[config.mk]
export PLATFORM = sky130hd
export DESIGN_NAME = acc_ctrl
export DESIGN_NICKNAME = d
export VERILOG_FILES = /design/src/rtl/acc_ctrl.sv
export SDC_FILE = /design/constraint.sdc
export NUM_CORES = 1
export LEC_CHECK = 0
export BUFFER_PORTS_ARGS = -buffer_cell sky130_fd_sc_hd__buf_2
export CAP_MARGIN = 40
export CORE_AREA = 5 5 607 609
export CTS_CLUSTER_DIAMETER = 200
export CTS_CLUSTER_SIZE = 24
export DETAILED_ROUTE_END_ITERATION = 10
export DIE_AREA = 0 0 612 614
export PLACE_DENSITY = 0.3
export SETUP_SLACK_MARGIN = 0.4
export SYNTH_ARGS = -nofsm -noshare
export SYNTH_HDL_FRONTEND = slang
export SYNTH_SLANG_ARGS = --single-unit
[constraint.sdc]
create_clock -name i_clk -period 3 [get_ports i_clk]
set_input_delay 0.3 -clock i_clk [delete_from_list [all_inputs] [get_ports i_clk]]
set_output_delay 0.3 -clock i_clk [all_outputs]
set_load 0.005 [all_outputs]
[src/rtl/acc_ctrl.sv]
// Accumulator-array controller: sums K partial-sum tiles row by row into an external array, then drains it.
// Define ACC_CTRL_SAT_EN to make each lane sum saturate instead of wrapping.

module acc_ctrl_lane #(
    parameter int LANE_WIDTH = 24
) (
    input  logic [LANE_WIDTH-1:0] a_i,
    input  logic [LANE_WIDTH-1:0] b_i,
    output logic [LANE_WIDTH-1:0] sum_o
);
`ifdef ACC_CTRL_SAT_EN
    logic [LANE_WIDTH-1:0] raw;
    logic                  ovf;

    assign raw = a_i + b_i;
    // Overflow only when both operands share a sign and the result flips it.
    assign ovf = (a_i[LANE_WIDTH-1] == b_i[LANE_WIDTH-1]) && (raw[LANE_WIDTH-1] != a_i[LANE_WIDTH-1]);

    always_comb begin
        sum_o = raw;
        if (ovf) sum_o = a_i[LANE_WIDTH-1] ? {1'b1, {(LANE_WIDTH-1){1'b0}}}
                                           : {1'b0, {(LANE_WIDTH-1){1'b1}}};
    end
`else
    assign sum_o = a_i + b_i;
`endif
endmodule

module acc_ctrl #(
    parameter  int VEC_WIDTH  = 384,
    parameter  int LANE_WIDTH = 24,
    parameter  int ARR_DEPTH  = 16,
    localparam int ADDR_WIDTH = $clog2(ARR_DEPTH),
    localparam int NUM_LANES  = VEC_WIDTH / LANE_WIDTH
) (
    input  logic                  i_clk,
    input  logic                  i_rst_n,
    input  logic                  i_start,
    input  logic [7:0]            i_num_k,
    output logic                  o_busy,
    output logic                  o_done,
    input  logic                  i_in_valid,
    output logic                  o_in_ready,
    input  logic [VEC_WIDTH-1:0]  i_in_data,
    output logic                  o_acc_we,
    output logic [ADDR_WIDTH-1:0] o_acc_addr_wr,
    output logic [VEC_WIDTH-1:0]  o_acc_data_wr,
    output logic [ADDR_WIDTH-1:0] o_acc_addr_rd,
    input  logic [VEC_WIDTH-1:0]  i_acc_data_rd,
    output logic                  o_out_valid,
    input  logic                  i_out_ready,
    output logic [VEC_WIDTH-1:0]  o_out_data
);
    typedef enum logic [1:0] {IDLE, ACCUM, DRAIN, DONE} state_t;

    state_t                state_q, state_d;
    logic [ADDR_WIDTH-1:0] row_q, row_d;
    logic [7:0]            tile_q, tile_d;
    logic [7:0]            num_k_q, num_k_d;
    logic                  row_last, tile_last;

    logic [NUM_LANES-1:0][LANE_WIDTH-1:0] rd_lanes, in_lanes, sum_lanes;

    assign rd_lanes = i_acc_data_rd;
    assign in_lanes = i_in_data;

    for (genvar l = 0; l < NUM_LANES; l++) begin : g_lane
        acc_ctrl_lane #(.LANE_WIDTH(LANE_WIDTH)) u_lane (
            .a_i  (rd_lanes[l]),
            .b_i  (in_lanes[l]),
            .sum_o(sum_lanes[l])
        );
    end

    assign row_last  = (row_q == ADDR_WIDTH'(ARR_DEPTH - 1));
    assign tile_last = (tile_q == num_k_q - 8'd1);

    // Both array ports follow the row counter; the read is combinational so
    // the read-modify-write of a row finishes on the edge that accepts its beat.
    assign o_acc_addr_rd = row_q;
    assign o_acc_addr_wr = row_q;
    assign o_acc_data_wr = (tile_q == 8'd0) ? i_in_data : sum_lanes;
    assign o_out_data    = i_acc_data_rd;

    always_ff @(posedge i_clk or negedge i_rst_n) begin
        if (!i_rst_n) begin
            state_q <= IDLE;
            row_q   <= '0;
            tile_q  <= '0;
            num_k_q <= '0;
        end else begin
            state_q <= state_d;
            row_q   <= row_d;
            tile_q  <= tile_d;
            num_k_q <= num_k_d;
        end
    end

    always_comb begin
        state_d     = state_q;
        row_d       = row_q;
        tile_d      = tile_q;
        num_k_d     = num_k_q;
        o_busy      = 1'b0;
        o_done      = 1'b0;
        o_in_ready  = 1'b0;
        o_acc_we    = 1'b0;
        o_out_valid = 1'b0;
        case (state_q)
            IDLE: begin
                if (i_start && (i_num_k != 8'd0)) begin
                    num_k_d = i_num_k;
                    row_d   = '0;
                    tile_d  = '0;
                    state_d = ACCUM;
                end
            end
            ACCUM: begin
                o_busy     = 1'b1;
                o_in_ready = 1'b1;
                o_acc_we   = i_in_valid;
                if (i_in_valid) begin
                    row_d = row_last ? '0 : row_q + 1'b1;
                    if (row_last) begin
                        tile_d = tile_q + 8'd1;
                        if (tile_last) state_d = DRAIN;
                    end
                end
            end
            DRAIN: begin
                o_busy      = 1'b1;
                o_out_valid = 1'b1;
                if (i_out_ready) begin
                    row_d = row_last ? '0 : row_q + 1'b1;
                    if (row_last) state_d = DONE;
                end
            end
            DONE: begin
                o_done  = 1'b1;
                state_d = IDLE;
            end
            default: state_d = IDLE;
        endcase
    end
endmodule

==> metrics.md, run 1 <==
| Metric | Value |
|---|---|
| Compound-Gate Fraction of Synth Area | `0.323` |
| Multi-input logic area | `27500 µm²` |
| First-pass GRT wire length | `432000 µm` |
| RSZ-0062 raised after global routing | `true` |
| Die X | `612 µm` |
| R2r setup slk | `0.56 ns` |
| Final GP Congestion | `0.944` |
| Worst Skew | `0.00483 ns` |
| Yosys top cell area share | `0.183` |
| Status | `complete, but fails checks` |
| Largest net degree at the start of global routing | `48` |
| FILL cells | `41.6k` |
| DRT Wirelength | `352000 µm` |
| Clock buffer count from CTS | `3` |
| Worst setup margin | `-0.299 ns` |
| Remaining antenna violation count | `0` |
| Number of global-route vias before repair | `39.6k` |
| Worst-path clk slew | `0.07 ns` |
| Yosys warns | `0` |
| I/O Pins | `1562` |
| Post-Synth XOR/XNOR Area | `0.110` |
| Die Height | `614 µm` |
| Mean post-synth cell area | `6.76 µm²` |
| Worst endpoint required time | `2.70 ns` |
| Iteration-0 DRC Markers | `2207` |
| WP data arrival | `3.00 ns` |
| # clock sinks | `22` |
| Worst slew pin tran | `0.772 ns` |
| Non-Filler Instances | `11.0k` |
| Wire length per cell | `32.2 µm` |
| Synth Cell Area | `25700 µm²` |
| Clk Latency, worst-skew pair | `0.26 ns` |
| Core area | `362000 µm²` |
| Via Count | `39.3k` |
| Pre-CTS setup slack | `-1.24 ns` |
| Highest Clock Rate | `303 MHz` |
| Max cap viols | `0` |
| CTS tree | `done` |
| Violated checks | `setup timing` |
| Post-synthesis cell count | `3805` |
| Tmin final | `3.30 ns` |
| EDFF count, synth | `0` |
| Post-synthesis mux area share | `0.0111` |
| Final HPWL DP | `319000 µm` |
| Initial antenna violation count | `147` |
| Worst slew margin | `0.481` |
| Register bit count reported by yosys | `22` |
| Biggest area consumer among synthesized cells | `ha_1` |
| Hold Vio Cnt, Final | `0` |
| CP Launch Type | `input port` |
| Die ar. | `376000 µm²` |
| Syn Nets | `4979` |
| Area grow syn2layout | `119%` |
| Post-Synth Adder-Cell Area | `0.196` |
| Initial core utilization | `0.0712` |
| GRT Overall Usage | `0.176` |
| Post-synthesis sequential area ratio | `0.0214` |
| Remaining DRCs | `0` |
| Ranking of synthesized cells by area | `ha_1 (18%), buf_4 (11%), a21oi_1 (8.6%)` |
| # rows | `221` |
| Hold crit path type | `input port to async pin` |
| Synth Area in Simple Gates | `0.195` |
| Peak supply drop | `0.000376 V` |
| Count leader, synth | `a21oi_1` |
| Drt pass-1 iters | `5` |
| P per Cell Area | `713 nW/µm²` |
| Period utilization | `1.10` |
| Fraction of layout cells with a size suffix above 1 | `0.594` |
| Final max-slew violation count | `0` |
| Cell variety after synth | `79` |
| Placed cells | `10.6k` |
| Post-synth top cells | `a21oi_1 (440), nand2_1 (432), buf_4 (388), ha_1 (377), nor2_1 (329)` |
| Critical path type | `input port to primary output` |
| Total congestion overflow | `0` |
| IO buf count | `1561` |
| Maximum clock insertion buffer count | `2` |
| Final setup violation count | `30` |
| H-tree Lvls | `1` |
| CTS Root Cell | `clkbuf_16` |
| Largest family of logic cells by synthesized area | `compound AO/OA/AOI/OAI gates` |
| Post-synth top flop | `dfrtp_1` |
| Nets | `7273` |
| Drt via density | `3.59` |
| Leak | `25.3 nW` |
| Post-synth ARST share | `1.00` |
| Reg area | `551 µm²` |
| Crit Path Max Fanout | `2` |
| CP endpoint kind | `primary output` |
==> flip-flops by register name (all words and copies together), names as in the netlist <==
register       cells
num_k_q            8
o_acc_addr_rd      4
state_q            2
tile_q             8
==> power breakdown <==
group          internal [mW]  leakage, nW  total [mW]  switching [mW]
combinational           17.6         25.0        39.3            21.8
sequential             0.332        0.292       0.381          0.0487
clock                  0.266       0.0515       0.389           0.123
==> worst paths after layout <==
path                                        startpoint                           end  cells after the start
worst min register to register  num_k_q[7]$_DFFE_PN0P_        num_k_q[7]$_DFFE_PN0P_                      1
worst max register to register  num_k_q[0]$_DFFE_PN0P_        state_q[1]$_DFFE_PN0P_                      9
worst min-delay path                           i_rst_n        num_k_q[0]$_DFFE_PN0P_                      1
max in group asynchronous                      i_rst_n  o_acc_addr_rd[3]$_DFFE_PN0P_                      1
min in group i_clk                          i_num_k[6]        num_k_q[6]$_DFFE_PN0P_                      2
worst max-delay path                    i_in_data[240]            o_acc_data_wr[260]                     15
==> per-layer routing <==
metal	track usage	vias to the layer above	part of all wire
met3	0.0719	390	0.10
met1	0.193	19200	0.37
li1	-	18100	-
met2	0.299	1522	0.48
met4	0.0717	64	0.050
met5	0	-	0.0013
==> kinds of logic (layout without fill, tap and decap cells) <==
logic type | Yosys count | in the layout
AOI/OAI and AO/OA | 1334 | 1334
and+or+nand+nor | 1112 | 1112
buffers and inverters | 593 | 2886
adders and majority gates | 393 | 393
xor gates and xnor gates | 324 | 324
muxes | 27 | 27
DFF | 22 | 22
other | 0 | 61
==> layout by cell type (no fill, tap or decap), types with 22 or more instances in the layout <==
cell,Yosys,layout
and3_1,30,26
nor3_1,47,39
nand2_1,432,363
or3_1,25,22
nand3_1,63,46
a21oi_1,440,286
buf_12,0,89
buf_2,5,1273
o211ai_1,35,35
a21o_1,150,149
ha_1,377,253
nand2_4,0,35
dfrtp_1,22,22
nand2b_1,29,26
a21oi_4,0,40
nand4_1,34,34
o21ai_2,0,69
a211oi_2,3,28
xnor2_1,157,131
nor2_2,0,22
inv_1,83,80
diode_2,0,61
buf_4,388,1018
o21ai_0,323,171
o21ai_1,2,56
o21bai_1,42,37
ha_4,0,118
buf_6,0,302
buf_8,0,59
nor2_1,329,299
nand2_2,0,34
buf_16,0,41
o21a_1,44,41
o21ai_4,0,29
xor2_1,167,155
a21oi_2,0,114
==> critical path: stages <==
cell and delay, ns:
buf_8 0.10, ha_4 0.15, fa_2 0.35, a21o_1 0.21
nand2_2 0.12, a211oi_4 0.08, o311ai_2 0.33, buf_4 0.19
a2111oi_4 0.06, buf_4 0.15, a311oi_2 0.29, xor2_1 0.13
a21oi_2 0.23, buf_6 0.16, buf_6 0.13
==> cell type report <==
class                           count  share of cell area
Antenna cell                       61             0.00271
Clock buffer                        3             0.00133
Clock inverter                      1            0.000534
Inverter                           83             0.00554
Multi-Input combinational cell   3190               0.490
Sequential cell                    22             0.00979
Tap cell                         4794               0.107
Timing Repair Buffer             2799               0.384
==> stage by stage <==
stage	hold WS, ns	setup TNS, ns	utilization	cell area (µm²)	power (mW)
after global placement	0.320	-42.58	0.123	44300	29.3
after floorplan	0.00441	0	-	26000	9.31
after CTS	0.0506	-3.95	0.148	53500	39.1
after detailed placement	0.324	-40.21	0.123	44300	29.2
after global routing	0.0722	-7.08	0.155	56200	42.7
final	0.0213	-2.66	0.156	56300	40.1
==> timing repair <==
action                      CTS  global route
pin swaps                   565           304
setup endpoints to repair   378           369
resized for setup          1454           427
buffers inserted            198            75
hold buffers                  0             0
gates cloned                 28             7
Note: power is estimated with default switching activity, not from simulation.
==> run 2, diff against run 1 <==
--- a/config.mk
+++ b/config.mk
@@ -7,13 +7,14 @@
 export LEC_CHECK = 0
 export BUFFER_PORTS_ARGS = -buffer_cell sky130_fd_sc_hd__buf_2
 export CAP_MARGIN = 40
-export CORE_AREA = 5 5 607 609
+export CORE_AREA = 5 5 598 600
 export CTS_CLUSTER_DIAMETER = 200
 export CTS_CLUSTER_SIZE = 24
 export DETAILED_ROUTE_END_ITERATION = 10
-export DIE_AREA = 0 0 612 614
+export DIE_AREA = 0 0 603 605
 export PLACE_DENSITY = 0.3
 export SETUP_SLACK_MARGIN = 0.4
 export SYNTH_ARGS = -nofsm -noshare
 export SYNTH_HDL_FRONTEND = slang
+export SYNTH_HIERARCHICAL = 1
 export SYNTH_SLANG_ARGS = --single-unit
==> run 2 against run 1 <==
Against the previous run: the run still ends with setup timing left; routed wire length shrank 8.9%; maximum frequency grew 3.9%; final cell count shrank 8.1%; power shrank 23%; critical endpoint is now o_acc_data_wr[252]; cell area shrank 7.1%; register-to-register slack gained 0.29 ns; global-route usage shrank 1.4 points; sequential share of layout area grew 0.084 points; via count shrank 4.3%; clock skew is essentially flat; largest power group unchanged.
==> metrics.md, run 2 <==
| Metric | Value |
|---|---|
| Yosys warns | `6 (+6)` |
| Mean post-synth cell area | `7.79 µm² (+15%)` |
| Final HPWL DP | `290000 µm (-8.9%)` |
| Worst setup path start | `i_acc_data_rd[240]` |
| Biggest area consumer among synthesized cells | `ha_1` |
| Worst Skew | `0.00442 ns (-0.000410 ns)` |
| Status | `complete, but fails checks` |
| Pre-CTS setup slack | `-0.604 ns (+0.633 ns)` |
| Clock buffer count from CTS | `3 (unchanged)` |
| Setup_tns | `-1.60 ns (+1.06 ns)` |
| Hold Vio Cnt, Final | `0 (unchanged)` |
| First-pass GRT wire length | `394000 µm (-8.7%)` |
| CTS tree | `done` |
| Commonest non-fill, non-tap cell in the layout | `buf_2` |
| Maximum clock insertion buffer count | `2 (unchanged)` |
| Worst r2r src | `num_k_q[0]$_DFFE_PN0P_` |
| Fraction of layout cells with a size suffix above 1 | `0.608 (+0.0143)` |
| GRT Overall Usage | `0.162 (-0.0136)` |
| Hold buffers post-CTS | `0 (unchanged)` |
| # clock sinks | `22 (unchanged)` |
| Cell variety after synth | `92 (+16%)` |
| Max cap viols | `0 (unchanged)` |
| Via Count | `37.7k (-4.3%)` |
| Final GP Congestion | `1.02 (+7.6%)` |
| Worst endpoint required time | `2.70 ns (about the same)` |
| Die ar. | `365000 µm² (-2.9%)` |
| Post-synth top flop | `dfrtp_1` |
| Worst slew margin | `0.617 (+0.136)` |
| Worst slew pin tran | `0.560 ns (-0.211 ns)` |
| Remaining antenna violation count | `0 (unchanged)` |
| Post-synthesis sequential area ratio | `0.0191 (-0.00226)` |
| CTS Root Cell | `clkbuf_16` |
| Count leader, synth | `mux2_2` |
| Iteration-0 DRC Markers | `2627 (+19%)` |
| Synth Cell Area | `28800 µm² (+12%)` |
| FILL cells | `40.3k (-3.1%)` |
| Post-synthesis cell count | `3692 (-3.0%)` |
| Nets | `6566 (-9.7%)` |
| Core area | `352000 µm² (-2.8%)` |
| Final max-slew violation count | `0 (unchanged)` |
| Crit Path Max Fanout | `2 (unchanged)` |
| Total congestion overflow | `0 (unchanged)` |
| Post-synth ARST share | `1.00 (unchanged)` |
| Min Hold Slack | `0.0358 ns (+0.0144 ns)` |
| Tmin final | `3.17 ns (-0.125 ns)` |
| I/O Pins | `1562 (unchanged)` |
| Post-DP Area | `42500 µm² (-4.1%)` |
| IO buf count | `1561 (unchanged)` |
| Drt pass-1 iters | `6 (+1)` |
| CP endpoint kind | `primary output` |
| Worst setup margin | `-0.173 ns (+0.125 ns)` |
| Largest net degree at the start of global routing | `55 (+15%)` |
| Highest Clock Rate | `315 MHz (+3.9%)` |
| Clk Latency, worst-skew pair | `0.26 ns (about the same)` |
| EDFF count, synth | `0 (unchanged)` |
| Initial antenna violation count | `178 (+21%)` |
| # rows | `218 (-1.4%)` |
| Initial core utilization | `0.0818 (+0.0107)` |
| Hold crit path type | `input port to async pin` |
| Period utilization | `1.06 (-0.0418)` |
| Yosys top cell area share | `0.164 (-0.0193)` |
| Worst-path clk slew | `0.06 ns (about the same)` |
| Die Height | `605 µm (-1.5%)` |
| WP data arrival | `2.87 ns (-0.13 ns)` |
| Ranking of synthesized cells by area | `ha_1 (16%), mux2_2 (15%), buf_4 (10%)` |
| P per Cell Area | `592 nW/µm² (-17%)` |
| RSZ-0062 raised after global routing | `true` |
| Peak supply drop | `0.000375 V (-0.35%)` |
| DRT Wirelength | `321000 µm (-8.9%)` |
| Final instance area | `52300 µm² (-7.1%)` |
| Non-Filler Instances | `10.1k (-8.1%)` |
| Remaining DRCs | `0 (unchanged)` |
| Critical path type | `input port to primary output` |
| Wire length per cell | `31.9 µm (-0.84%)` |
| CP Launch Type | `input port` |
| Number of global-route vias before repair | `37.0k (-6.5%)` |
| Highest-count cells in the layout ignoring fill and taps | `buf_2 (1292), buf_4 (487), buf_6 (291)` |
| Violated checks | `setup timing` |
| Register bit count reported by yosys | `22 (unchanged)` |
| H-tree Lvls | `1 (unchanged)` |
| Placed cells | `9805 (-7.3%)` |
| Final setup violation count | `23 (-23%)` |
| Syn Nets | `4866 (-2.3%)` |
| Post-synth top cells | `mux2_2 (392), buf_4 (389), ha_1 (377), a21oi_1 (306), nand2_1 (260)` |
| Leak | `22.3 nW (-12%)` |
| Drt via density | `3.74 (+4.2%)` |
| Die X | `603 µm (-1.5%)` |
| Area grow syn2layout | `81.7%` |
## run 2: kinds of logic (layout without fill, tap and decap cells)
logic type,count (synthesis),in the layout,share of synthesized area
AOI/OAI and AO/OA,1106,1106,0.265
and+or+nand+nor,853,853,0.147
buffers and inverters,576,2275,0.134
muxes,394,394,0.154
adders and majority gates,393,393,0.175
xor gates and xnor gates,348,348,0.106
DFF,22,22,0.0191
other,0,52,0
## run 2: metrics by stage
step | power, mW | utilization
floorplan | 10.9 | -
global placement | 22.5 | 0.121
detailed placement | 22.4 | 0.121
CTS | 27.6 | 0.138
global route | 32.5 | 0.149
finish | 31.0 | 0.149
## run 2: where the power goes
part,switching [mW],internal [mW]
Sequential,0.155,0.403
Combinational,15.5,14.5
Clock,0.119,0.265
Total,15.8,15.2
## run 2: critical path, stage by stage
cell      delay, ns
buf_8          0.10
ha_4           0.15
fa_2           0.37
a211oi_2       0.21
o21bai_1       0.11
buf_4          0.19
buf_6          0.13
buf_6          0.10
buf_6          0.12
a21oi_4        0.12
buf_6          0.14
o21ai_4        0.07
a21oi_4        0.18
buf_4          0.13
xnor2_1        0.06
mux2_2         0.26
buf_2          0.12
## run 2: routing by layer
layer,global-route usage,part of all wire
met1,0.205,0.43
met2,0.268,0.45
met3,0.0589,0.093
met4,0.0226,0.025
met5,0.00274,0.0013
## run 2: area by class of cell
| cell class | instances | area [µm²] | area share |
|---|---|---|---|
| Multi-Input combinational cell | 3094 | 29500 | 0.564 |
| Timing Repair Buffer | 2204 | 16000 | 0.306 |
| Tap cell | 4620 | 5780 | 0.111 |
| Sequential cell | 22 | 556 | 0.0106 |
| Inverter | 67 | 251 | 0.00481 |
| Antenna cell | 52 | 130 | 0.00249 |
| Clock buffer | 3 | 75.1 | 0.00144 |
| Clock inverter | 1 | 30.0 | 0.000574 |
## run 2: what timing repair did
action,in CTS,in global routing
gates cloned,11,20
buffers inserted,97,74
pin swaps,358,206
resized for setup,1036,521
setup endpoints to repair,382,380
## run 2: worst paths after layout
check / endpoint / slack [ns] / depth (start not counted)
min in group i_clk: num_k_q[1]$_DFFE_PN0P_ / 0.29 / 2
setup reg to reg: state_q[0]$_DFFE_PN0P_ / 0.85 / 8
setup / recovery: o_acc_data_wr[252] / -0.17 / 17
hold reg to reg: num_k_q[7]$_DFFE_PN0P_ / 0.53 / 1
max in group asynchronous: tile_q[1]$_DFFE_PN0P_ / 2.55 / 1
hold / removal: o_acc_addr_rd[3]$_DFFE_PN0P_ / 0.04 / 1
